## src/rtl/enemy_chaser_if.sv

```systemverilog
// Bus between the VGA/game top level and one enemy_chaser instance.
// master: game side (drives frame strobe, requests, player and pixel coords).
// slave : enemy side (returns sprite hit/address, position, direction, status).
interface enemy_chaser_if #(
  parameter int unsigned ADDR_W = 14
);
  logic              frame_clk;
  logic              spawn_req;
  logic              hit;
  logic [1:0]        damage;
  logic [8:0]        Player_X;
  logic [8:0]        Player_Y;
  logic [8:0]        PixelX;
  logic [8:0]        PixelY;
  logic              is_obj;
  logic [ADDR_W-1:0] Obj_address;
  logic [8:0]        Obj_X_Pos;
  logic [8:0]        Obj_Y_Pos;
  logic [1:0]        Obj_Direction;
  logic              alive;
  logic              kill;

  modport master (
    output frame_clk, spawn_req, hit, damage, Player_X, Player_Y, PixelX, PixelY,
    input  is_obj, Obj_address, Obj_X_Pos, Obj_Y_Pos, Obj_Direction, alive, kill
  );

  modport slave (
    input  frame_clk, spawn_req, hit, damage, Player_X, Player_Y, PixelX, PixelY,
    output is_obj, Obj_address, Obj_X_Pos, Obj_Y_Pos, Obj_Direction, alive, kill
  );
endinterface

```

## src/rtl/enemy_chaser.sv

```systemverilog
// One boxhead enemy: chases the player, takes hits, stuns, dies, respawns,
// and produces the per-pixel sprite hit flag and sprite-ROM address.
// Ports:
//   Clk    - system clock
//   Reset  - synchronous, active-high
//   bus    - enemy_chaser_if.slave (frame strobe, spawn/hit inputs, player and
//            pixel coords in; is_obj/Obj_address (combinational), position,
//            direction, alive, kill out)
module enemy_chaser #(
  parameter int unsigned SPAWN_X        = 100,
  parameter int unsigned SPAWN_Y        = 60,
  parameter int unsigned WIDTH          = 26,
  parameter int unsigned HEIGHT         = 26,
  parameter int unsigned X_MAX          = 319,
  parameter int unsigned Y_MAX          = 239,
  parameter int unsigned STEP           = 1,
  parameter int unsigned SPEED_DIV      = 4,
  parameter int unsigned DIAGONAL       = 0,
  parameter int unsigned MAX_HP         = 3,
  parameter int unsigned STUN_FRAMES    = 8,
  parameter int unsigned DEATH_FRAMES   = 30,
  parameter int unsigned SPAWN_ON_RESET = 1,
  parameter int unsigned ADDR_W         = 14
) (
  input logic         Clk,
  input logic         Reset,
  enemy_chaser_if.slave bus
);

  localparam int unsigned POS_W   = 9;
  localparam int unsigned DIV_W   = (SPEED_DIV > 1) ? $clog2(SPEED_DIV) : 1;
  localparam int unsigned HP_W    = $clog2(MAX_HP + 4);
  localparam int unsigned TMR_MAX = (STUN_FRAMES > DEATH_FRAMES) ? STUN_FRAMES : DEATH_FRAMES;
  localparam int unsigned TMR_W   = $clog2(TMR_MAX + 1);

  localparam logic [POS_W-1:0] X_SPAWN = POS_W'(SPAWN_X - WIDTH / 2);
  localparam logic [POS_W-1:0] Y_SPAWN = POS_W'(SPAWN_Y - HEIGHT / 2);
  localparam logic [POS_W-1:0] X_BOUND = POS_W'(X_MAX - WIDTH);
  localparam logic [POS_W-1:0] Y_BOUND = POS_W'(Y_MAX - HEIGHT);
  localparam logic [POS_W:0]   STEP_V  = (POS_W + 1)'(STEP);
  localparam logic [HP_W-1:0]  HP_FULL = HP_W'(MAX_HP);

  typedef enum logic [1:0] {IDLE, CHASE, STUN, DYING} state_t;

  state_t             state;
  logic [POS_W-1:0]   pos_x, pos_y;
  logic [1:0]         dir, step_cnt;
  logic [HP_W-1:0]    hp;
  logic [DIV_W-1:0]   div_cnt;
  logic [TMR_W-1:0]   timer;
  logic               fc_meta, fc_sync, fc_prev, frame_edge;
  logic               kill_q;

  // One axis step toward target, limited to STEP, never past the target,
  // and never beyond the upper screen bound.
  function automatic logic [POS_W-1:0] approach(input logic [POS_W-1:0] pos,
                                                input logic [POS_W-1:0] target,
                                                input logic [POS_W-1:0] bound);
    logic [POS_W:0] gap, cand;
    cand = {1'b0, pos};
    if (pos < target) begin
      gap  = {1'b0, target} - {1'b0, pos};
      cand = {1'b0, pos} + ((gap < STEP_V) ? gap : STEP_V);
      if (cand > {1'b0, bound}) cand = {1'b0, bound};
    end else if (pos > target) begin
      gap  = {1'b0, pos} - {1'b0, target};
      cand = {1'b0, pos} - ((gap < STEP_V) ? gap : STEP_V);
    end
    return cand[POS_W-1:0];
  endfunction

  // Candidate move for this tick; Y waits for X alignment unless DIAGONAL.
  logic [POS_W-1:0] cand_x, cand_y;
  logic             x_moves, y_moves, moved;
  logic [1:0]       nxt_dir;

  always_comb begin
    cand_x  = approach(pos_x, bus.Player_X, X_BOUND);
    cand_y  = approach(pos_y, bus.Player_Y, Y_BOUND);
    x_moves = (cand_x != pos_x);
    y_moves = ((DIAGONAL != 0) || (pos_x == bus.Player_X)) && (cand_y != pos_y);
    moved   = x_moves | y_moves;
    nxt_dir = dir;
    if (x_moves)      nxt_dir = (cand_x > pos_x) ? 2'd3 : 2'd1;
    else if (y_moves) nxt_dir = (cand_y > pos_y) ? 2'd0 : 2'd2;
  end

  logic hit_valid, lethal, move_tick;

  always_comb begin
    hit_valid = bus.hit && (bus.damage != 2'd0);
    lethal    = (hp <= HP_W'(bus.damage));
    move_tick = frame_edge && (div_cnt == DIV_W'(SPEED_DIV - 1));
  end

  // State machine, movement, health, frame-strobe synchroniser.
  always_ff @(posedge Clk) begin
    if (Reset) begin
      state      <= (SPAWN_ON_RESET != 0) ? CHASE : IDLE;
      pos_x      <= X_SPAWN;
      pos_y      <= Y_SPAWN;
      dir        <= 2'd0;
      step_cnt   <= 2'd0;
      hp         <= HP_FULL;
      div_cnt    <= '0;
      timer      <= '0;
      kill_q     <= 1'b0;
      fc_meta    <= 1'b0;
      fc_sync    <= 1'b0;
      fc_prev    <= 1'b0;
      frame_edge <= 1'b0;
    end else begin
      fc_meta    <= bus.frame_clk;
      fc_sync    <= fc_meta;
      fc_prev    <= fc_sync;
      frame_edge <= fc_sync & ~fc_prev;
      kill_q     <= 1'b0;
      case (state)
        IDLE: begin
          if (bus.spawn_req) begin
            pos_x   <= X_SPAWN;
            pos_y   <= Y_SPAWN;
            hp      <= HP_FULL;
            dir     <= 2'd0;
            div_cnt <= '0;
            state   <= CHASE;
          end
        end
        CHASE: begin
          // A hit takes priority over a coincident move tick.
          if (hit_valid) begin
            if (lethal) begin
              hp     <= '0;
              kill_q <= 1'b1;
              timer  <= TMR_W'(DEATH_FRAMES);
              state  <= DYING;
            end else begin
              hp    <= hp - HP_W'(bus.damage);
              timer <= TMR_W'(STUN_FRAMES);
              state <= STUN;
            end
          end else if (frame_edge) begin
            if (move_tick) begin
              div_cnt <= '0;
              if (moved) begin
                pos_x    <= cand_x;
                pos_y    <= y_moves ? cand_y : pos_y;
                dir      <= nxt_dir;
                step_cnt <= step_cnt + 2'd1;
              end
            end else begin
              div_cnt <= div_cnt + DIV_W'(1);
            end
          end
        end
        STUN: begin
          if (frame_edge) begin
            timer <= timer - TMR_W'(1);
            if (timer == TMR_W'(1)) begin
              div_cnt <= '0;
              state   <= CHASE;
            end
          end
        end
        DYING: begin
          if (frame_edge) begin
            timer <= timer - TMR_W'(1);
            if (timer == TMR_W'(1)) state <= IDLE;
          end
        end
        default: state <= IDLE;
      endcase
    end
  end

  // Sprite lookup: bounding-box test and ROM address for the current pixel.
  logic [POS_W:0] right_x, bottom_y;
  logic           in_box;
  logic [3:0]     frame_idx;

  always_comb begin
    right_x  = {1'b0, pos_x} + (POS_W + 1)'(WIDTH);
    bottom_y = {1'b0, pos_y} + (POS_W + 1)'(HEIGHT);
    in_box   = (state != IDLE)
            && (bus.PixelX >= pos_x) && ({1'b0, bus.PixelX} < right_x)
            && (bus.PixelY >= pos_y) && ({1'b0, bus.PixelY} < bottom_y);
    if (state == DYING) frame_idx = 4'd12;
    else frame_idx = ({2'b00, dir} * 4'd3)
                   + (step_cnt[0] ? (4'd1 + {3'b000, step_cnt[1]}) : 4'd0);
  end

  assign bus.is_obj        = in_box;
  assign bus.Obj_address   = in_box ? (ADDR_W'(bus.PixelX - pos_x)
                                     + ADDR_W'(bus.PixelY - pos_y) * ADDR_W'(WIDTH)
                                     + ADDR_W'(WIDTH * HEIGHT) * ADDR_W'(frame_idx))
                                    : '0;
  assign bus.Obj_X_Pos     = pos_x;
  assign bus.Obj_Y_Pos     = pos_y;
  assign bus.Obj_Direction = dir;
  assign bus.alive         = (state == CHASE) || (state == STUN);
  assign bus.kill          = kill_q;

endmodule

```

## src/flat_wrapper.sv

```systemverilog
// flat-port wrapper written by rule: the top's interface ports become plain ports
module enemy_chaser_flat 
#(
  parameter int unsigned SPAWN_X        = 100,
  parameter int unsigned SPAWN_Y        = 60,
  parameter int unsigned WIDTH          = 26,
  parameter int unsigned HEIGHT         = 26,
  parameter int unsigned X_MAX          = 319,
  parameter int unsigned Y_MAX          = 239,
  parameter int unsigned STEP           = 1,
  parameter int unsigned SPEED_DIV      = 4,
  parameter int unsigned DIAGONAL       = 0,
  parameter int unsigned MAX_HP         = 3,
  parameter int unsigned STUN_FRAMES    = 8,
  parameter int unsigned DEATH_FRAMES   = 30,
  parameter int unsigned SPAWN_ON_RESET = 1,
  parameter int unsigned ADDR_W         = 14
)
  (Clk, Reset, bus_frame_clk, bus_spawn_req, bus_hit, bus_damage, bus_Player_X, bus_Player_Y, bus_PixelX, bus_PixelY, bus_is_obj, bus_Obj_address, bus_Obj_X_Pos, bus_Obj_Y_Pos, bus_Obj_Direction, bus_alive, bus_kill);
  enemy_chaser_if #(.ADDR_W(ADDR_W)) bus_i ();
  input logic Clk;
  input logic Reset;
  input wire logic [$bits(bus_i.frame_clk)-1:0] bus_frame_clk;
  input wire logic [$bits(bus_i.spawn_req)-1:0] bus_spawn_req;
  input wire logic [$bits(bus_i.hit)-1:0] bus_hit;
  input wire logic [$bits(bus_i.damage)-1:0] bus_damage;
  input wire logic [$bits(bus_i.Player_X)-1:0] bus_Player_X;
  input wire logic [$bits(bus_i.Player_Y)-1:0] bus_Player_Y;
  input wire logic [$bits(bus_i.PixelX)-1:0] bus_PixelX;
  input wire logic [$bits(bus_i.PixelY)-1:0] bus_PixelY;
  output wire logic [$bits(bus_i.is_obj)-1:0] bus_is_obj;
  output wire logic [$bits(bus_i.Obj_address)-1:0] bus_Obj_address;
  output wire logic [$bits(bus_i.Obj_X_Pos)-1:0] bus_Obj_X_Pos;
  output wire logic [$bits(bus_i.Obj_Y_Pos)-1:0] bus_Obj_Y_Pos;
  output wire logic [$bits(bus_i.Obj_Direction)-1:0] bus_Obj_Direction;
  output wire logic [$bits(bus_i.alive)-1:0] bus_alive;
  output wire logic [$bits(bus_i.kill)-1:0] bus_kill;
  assign bus_i.frame_clk = bus_frame_clk;
  assign bus_i.spawn_req = bus_spawn_req;
  assign bus_i.hit = bus_hit;
  assign bus_i.damage = bus_damage;
  assign bus_i.Player_X = bus_Player_X;
  assign bus_i.Player_Y = bus_Player_Y;
  assign bus_i.PixelX = bus_PixelX;
  assign bus_i.PixelY = bus_PixelY;
  assign bus_is_obj = bus_i.is_obj;
  assign bus_Obj_address = bus_i.Obj_address;
  assign bus_Obj_X_Pos = bus_i.Obj_X_Pos;
  assign bus_Obj_Y_Pos = bus_i.Obj_Y_Pos;
  assign bus_Obj_Direction = bus_i.Obj_Direction;
  assign bus_alive = bus_i.alive;
  assign bus_kill = bus_i.kill;
  enemy_chaser #(.SPAWN_X(SPAWN_X), .SPAWN_Y(SPAWN_Y), .WIDTH(WIDTH), .HEIGHT(HEIGHT), .X_MAX(X_MAX), .Y_MAX(Y_MAX), .STEP(STEP), .SPEED_DIV(SPEED_DIV), .DIAGONAL(DIAGONAL), .MAX_HP(MAX_HP), .STUN_FRAMES(STUN_FRAMES), .DEATH_FRAMES(DEATH_FRAMES), .SPAWN_ON_RESET(SPAWN_ON_RESET), .ADDR_W(ADDR_W)) u_core (.Clk(Clk), .Reset(Reset), .bus(bus_i));
endmodule
```

## config.mk

```make
export PLATFORM = sky130hd
export DESIGN_NAME = enemy_chaser_flat
export DESIGN_NICKNAME = d
export VERILOG_FILES = /design/src/rtl/enemy_chaser_if.sv /design/src/rtl/enemy_chaser.sv /design/src/flat_wrapper.sv
export SDC_FILE = /design/constraint.sdc
export NUM_CORES = 1
export LEC_CHECK = 0
export CORE_MARGIN = 4
export CORE_UTILIZATION = 55
export DETAILED_ROUTE_END_ITERATION = 10
export PLACE_DENSITY = 0.74
export SLEW_MARGIN = 20
export SYNTH_ARGS = -nofsm -noshare
export SYNTH_HDL_FRONTEND = slang
export SYNTH_SLANG_ARGS = --single-unit
```

## constraint.sdc

```tcl
create_clock -name Clk -period 9.4 [get_ports Clk]
set_clock_uncertainty 0.2 [all_clocks]
set_input_delay 1.88 -clock Clk [delete_from_list [all_inputs] [get_ports Clk]]
set_output_delay 1.88 -clock Clk [all_outputs]
set_load 0.01 [all_outputs]
```

==> impl.org <==
** Final layout
- The area growth from synthesis to layout is 20.1%.
- Area occupied by multi-input gates :: 8000 um^2
- The filler cells instantiated in the layout total 1,390.
- In the final design database the tool counted 1,548 nets.
- Most frequent cells in the layout :: ha_1 (165), inv_1 (114), a21oi_1 (80)
- Utilization after layout :: 67.9%
- Most common cell after layout, fill and taps aside :: ha_1
- Register area :: 781 um^2
- The post-route netlist has 9.63% of its cells at a drive strength greater than 1.

** Yosys
- Number of enable flip-flop cells after synthesis :: 0
- Flops & latches, synth :: 39
- Mean instance size in the synthesized netlist :: 7.85 um^2
- Post-synthesis sequential area ratio :: 8.64%
- Among all flip-flop cells after synthesis, the most frequent one is dfxtp_1.
- Gate count of the mapped netlist :: 1,151
- Cell area after technology mapping :: 9040 um^2
- For this run, asynchronously set or reset flops after synthesis account for 0%.
- During synthesis, Yosys emitted a total of 0 warnings.
- Synth unique cells :: 87

** Drt
- In the routed layout, each cell is associated on average with a via count of 5.71.
- For this run, design rule violations remaining after detail routing come to 0.
- Violation count after the first detailed-routing iteration :: 531
- The count of nets left with antenna violations once routing finished came out at 0.
- DRT Pass-1 Iters :: 5
- After detailed routing, the average wire length per cell comes to 15.8 um.
- Vias :: 8,657
- Summed over all layers, the routed wires come to 23.9 mm.

** Placed design
- DP Wirelength :: 19.6 mm
- Placer Congestion :: 0.935
- Input and output buffers added on the ports amount to 79.

** STA
- Fmax achieved :: 0.109 GHz
- The number of max-slew violations in the final report was 0.
- Min Tclk post-route :: 9.13 ns
- Setup violations remaining at the end of the flow were counted as 0.
- Worst relative slew slack :: 37.7%
- The tightest hold path in the finished design has a slack of 0.184 ns.
- The final critical path takes up 97.2% of the cycle.
- The final count of hold timing violations is 0.
- At the pin with the least slew margin, the transition time is 0.934 ns.

** Setup path
- Biggest cell delay along the critical path :: 0.52 ns
- In this run the critical register-to-register path is captured at u_core.bus.Obj_X_Pos[0]$_SDFFE_PP1P_.
- Setup slack on the worst reg-to-reg path comes out at 2.08 ns.
- The largest individual stage delay along the critical path comes from the cell fa_1.
- Crit. End Element :: output pin
- STA classifies the critical path startpoint as an input port.
- Arrival time reported for the critical path endpoint :: 7.05 ns
- Length in cells of the worst reg-to-reg path :: 30
- For the worst setup path, the data required time is 7.32 ns.
- Library cell appearing most often on the critical path :: o21ai_1
- Along the worst path, the maximum fanout reaches 3.
- Startpoint of the worst register-to-register path :: u_core.bus.Obj_Y_Pos[6]$_SDFFE_PP0P_
- Setup Crit Path Kind :: in -> out

** Clock tree
- Buffers inserted during clock tree synthesis total 5.
- Hold Buf Count CTS :: 0
- Counting along the longest clock path gives a buffer depth of 2.
- The H-tree was split into 2 levels.
- Total number of clock tree sinks :: 39
- Reg clk slew, reported paths :: 0.06 ns
- Clock tree from TritonCTS :: yes
- Master cell of the clock root buffer :: clkbuf_16
- Clock latency on the worst-skew pair :: 0.28 ns

** Floorplan
- Die extent in y :: 136 um
- Die width :: 136 um
- The floorplan has 46 rows.
- 80 I/O pins were placed.
- The core region is 16,000 um^2.
- The die covers 18,600 um^2.
- Once the floorplan was initialized, standard cells occupied 56.5% of the core.

** Pwr
- Ratio of total power to cell area :: 369 nW/um^2
- Worst supply voltage drop on vdd :: 698 uV
- For this design the static power due to leakage is 0.00515 uW.

** Global routing
- The first global-routing pass estimated 39.6 mm of wire.
- Entering global routing, the biggest net connects 25 pins.
- Global route total overflow :: 0
- The number of antenna violations at the first check in global routing came to 0.
- The number of global-route vias before repair was 8,395.
- For this run, the total global-route usage over all layers was measured as 25.8%.

** Min path
- Capture endpoint of the worst hold path :: u_core.frame_edge$_SDFF_PP0_
- Worst hold path class :: reg -> reg
- The startpoint identified for the worst hold timing path is u_core.fc_prev$_SDFF_PP0_.
- Counting instances, the worst hold path has a depth of 1.

** Flow run
- Maximum Capacitance Violations :: 0

** Status
- Run status :: finished, final reports clean
-- final cells by class --
class / instances / share of cell area [%]
multi-input combinational: 999 / 73.7
timing repair buffer: 135 / 11.1
sequential: 39 / 7.19
inverter: 117 / 4.04
tap: 216 / 2.49
clock buffer: 8 / 1.44
antenna: 1 / 0.0230
-- critical path, delay by kind of cell --
family,cells,cell delay (ns)
AO/OA/AOI/OAI,9,1.48
XOR/XNOR,3,0.54
adder cells (fa/ha/maj),6,2.03
buffers and inverters,6,0.51
AND/OR/NAND/NOR,5,0.63
-- how the worst max path moves through the flow --
stage | endpoint | cells past startpoint | startpoint | slack, ns
3_5_place_dp | bus_Obj_address[13] | 29 | bus_PixelY[0] | -0.83
6_report | bus_Obj_address[13] | 29 | bus_PixelY[0] | 0.27
3_3_place_gp | bus_Obj_address[13] | 28 | bus_PixelY[0] | -0.65
5_1_grt | bus_Obj_address[13] | 29 | bus_PixelY[0] | -0.03
2_1_floorplan | bus_Obj_address[13] | 26 | bus_PixelY[0] | 0.39
4_1_cts | bus_Obj_address[13] | 29 | bus_PixelY[0] | -0.02
-- stage by stage --
stage | setup TNS [ns] | instance area (um^2) | std cells | power (uW) | setup WS [ns]
finish | 0 | 10900 | 1515 | 4000 | 0.265
global route | -0.0268 | 10900 | 1514 | 4440 | -0.0268
CTS | -0.0155 | 10700 | 1513 | 3930 | -0.0155
detailed placement | -1.87 | 10500 | 1505 | 3620 | -0.829
global placement | -1.21 | 10500 | 1505 | 3540 | -0.647
floorplan | 0 | 9160 | 1183 | 2470 | 0.395
-- metal layers --
| metal | track usage, % | vias to the layer above | wire length [um] |
|---|---|---|---|
| met1 | 34.2 | 4037 | 10800 |
| li1 | - | 4359 | - |
| met5 | 0 | - | 0 |
| met4 | 6.77 | 0 | 569 |
| met2 | 45.0 | 216 | 11500 |
| met3 | 2.04 | 45 | 1020 |
-- registers in the layout, indices dropped and copies added (netlist names) --
signal                    count
u_core.bus.kill               1
u_core.bus.Obj_Direction      2
u_core.step_cnt               2
u_core.state                  2
u_core.fc_prev                1
u_core.frame_edge             1
u_core.timer                  5
u_core.div_cnt                2
u_core.fc_meta                1
u_core.bus.Obj_X_Pos          9
u_core.bus.Obj_Y_Pos          9
u_core.hp                     3
u_core.fc_sync                1
-- power by group --
part           leakage [uW]  total, uW  switching [uW]  internal, uW
Sequential         0.000317        242            47.8           194
Combinational       0.00475       3580            1680          1900
Clock             0.0000772        181            67.5           113
Total               0.00515       4000            1800          2210
-- cell families (layout without fill, tap and decap cells) --
kind of cell | Yosys count | in the layout | share of synthesized area [%]
xor gates and xnor gates | 84 | 84 | 8.46
muxes | 12 | 12 | 1.38
buffers and inverters | 145 | 260 | 6.24
other | 2 | 35 | 0.0831
and+or+nand+nor | 326 | 326 | 18.5
AOI/OAI and AO/OA | 335 | 335 | 24.9
adders and majority gates | 208 | 208 | 31.8
DFF | 39 | 39 | 8.64
-- Yosys cell counts (3+ instances only) --
master,number,area [um^2]
mux2i_1,8,80.1
fa_1,36,721
nand2b_1,34,213
nand3_1,28,140
a31oi_1,11,68.8
buf_2,7,35.0
a21oi_1,87,435
ha_1,172,2150
nor2_1,73,274
o221ai_1,3,26.3
o21ai_1,10,50.1
or3_1,7,43.8
dfxtp_1,39,781
inv_1,117,439
xnor2_1,54,473
nor2b_1,29,181
and2_1,18,113
a21boi_0,4,30.0
nor3b_1,4,30.0
or2_2,7,43.8
nand2_1,70,263
o21a_1,20,150
a32o_1,4,40.0
a21o_1,35,263
clkbuf_1,18,67.6
nor3_1,25,125
a2bb2oi_1,8,70.1
a22o_1,3,26.3
nand3b_1,5,37.5
a22oi_1,6,45.0
o21bai_1,14,105
o21ai_0,61,305
a311oi_1,3,26.3
xor2_1,28,245
o31ai_1,4,30.0
mux2_2,3,33.8
nand4_1,12,75.1
a211oi_1,10,75.1
o211ai_1,12,90.1
-- repair_timing --
item / in CTS / in global routing
endpoints found under the hold margin: 0 / 0
setup buffers: 0 / 1
pin swaps: 15 / 23
gates resized for setup: 20 / 26
endpoints found under the setup margin: 5 / 6
(Power assumes the default switching activity.)
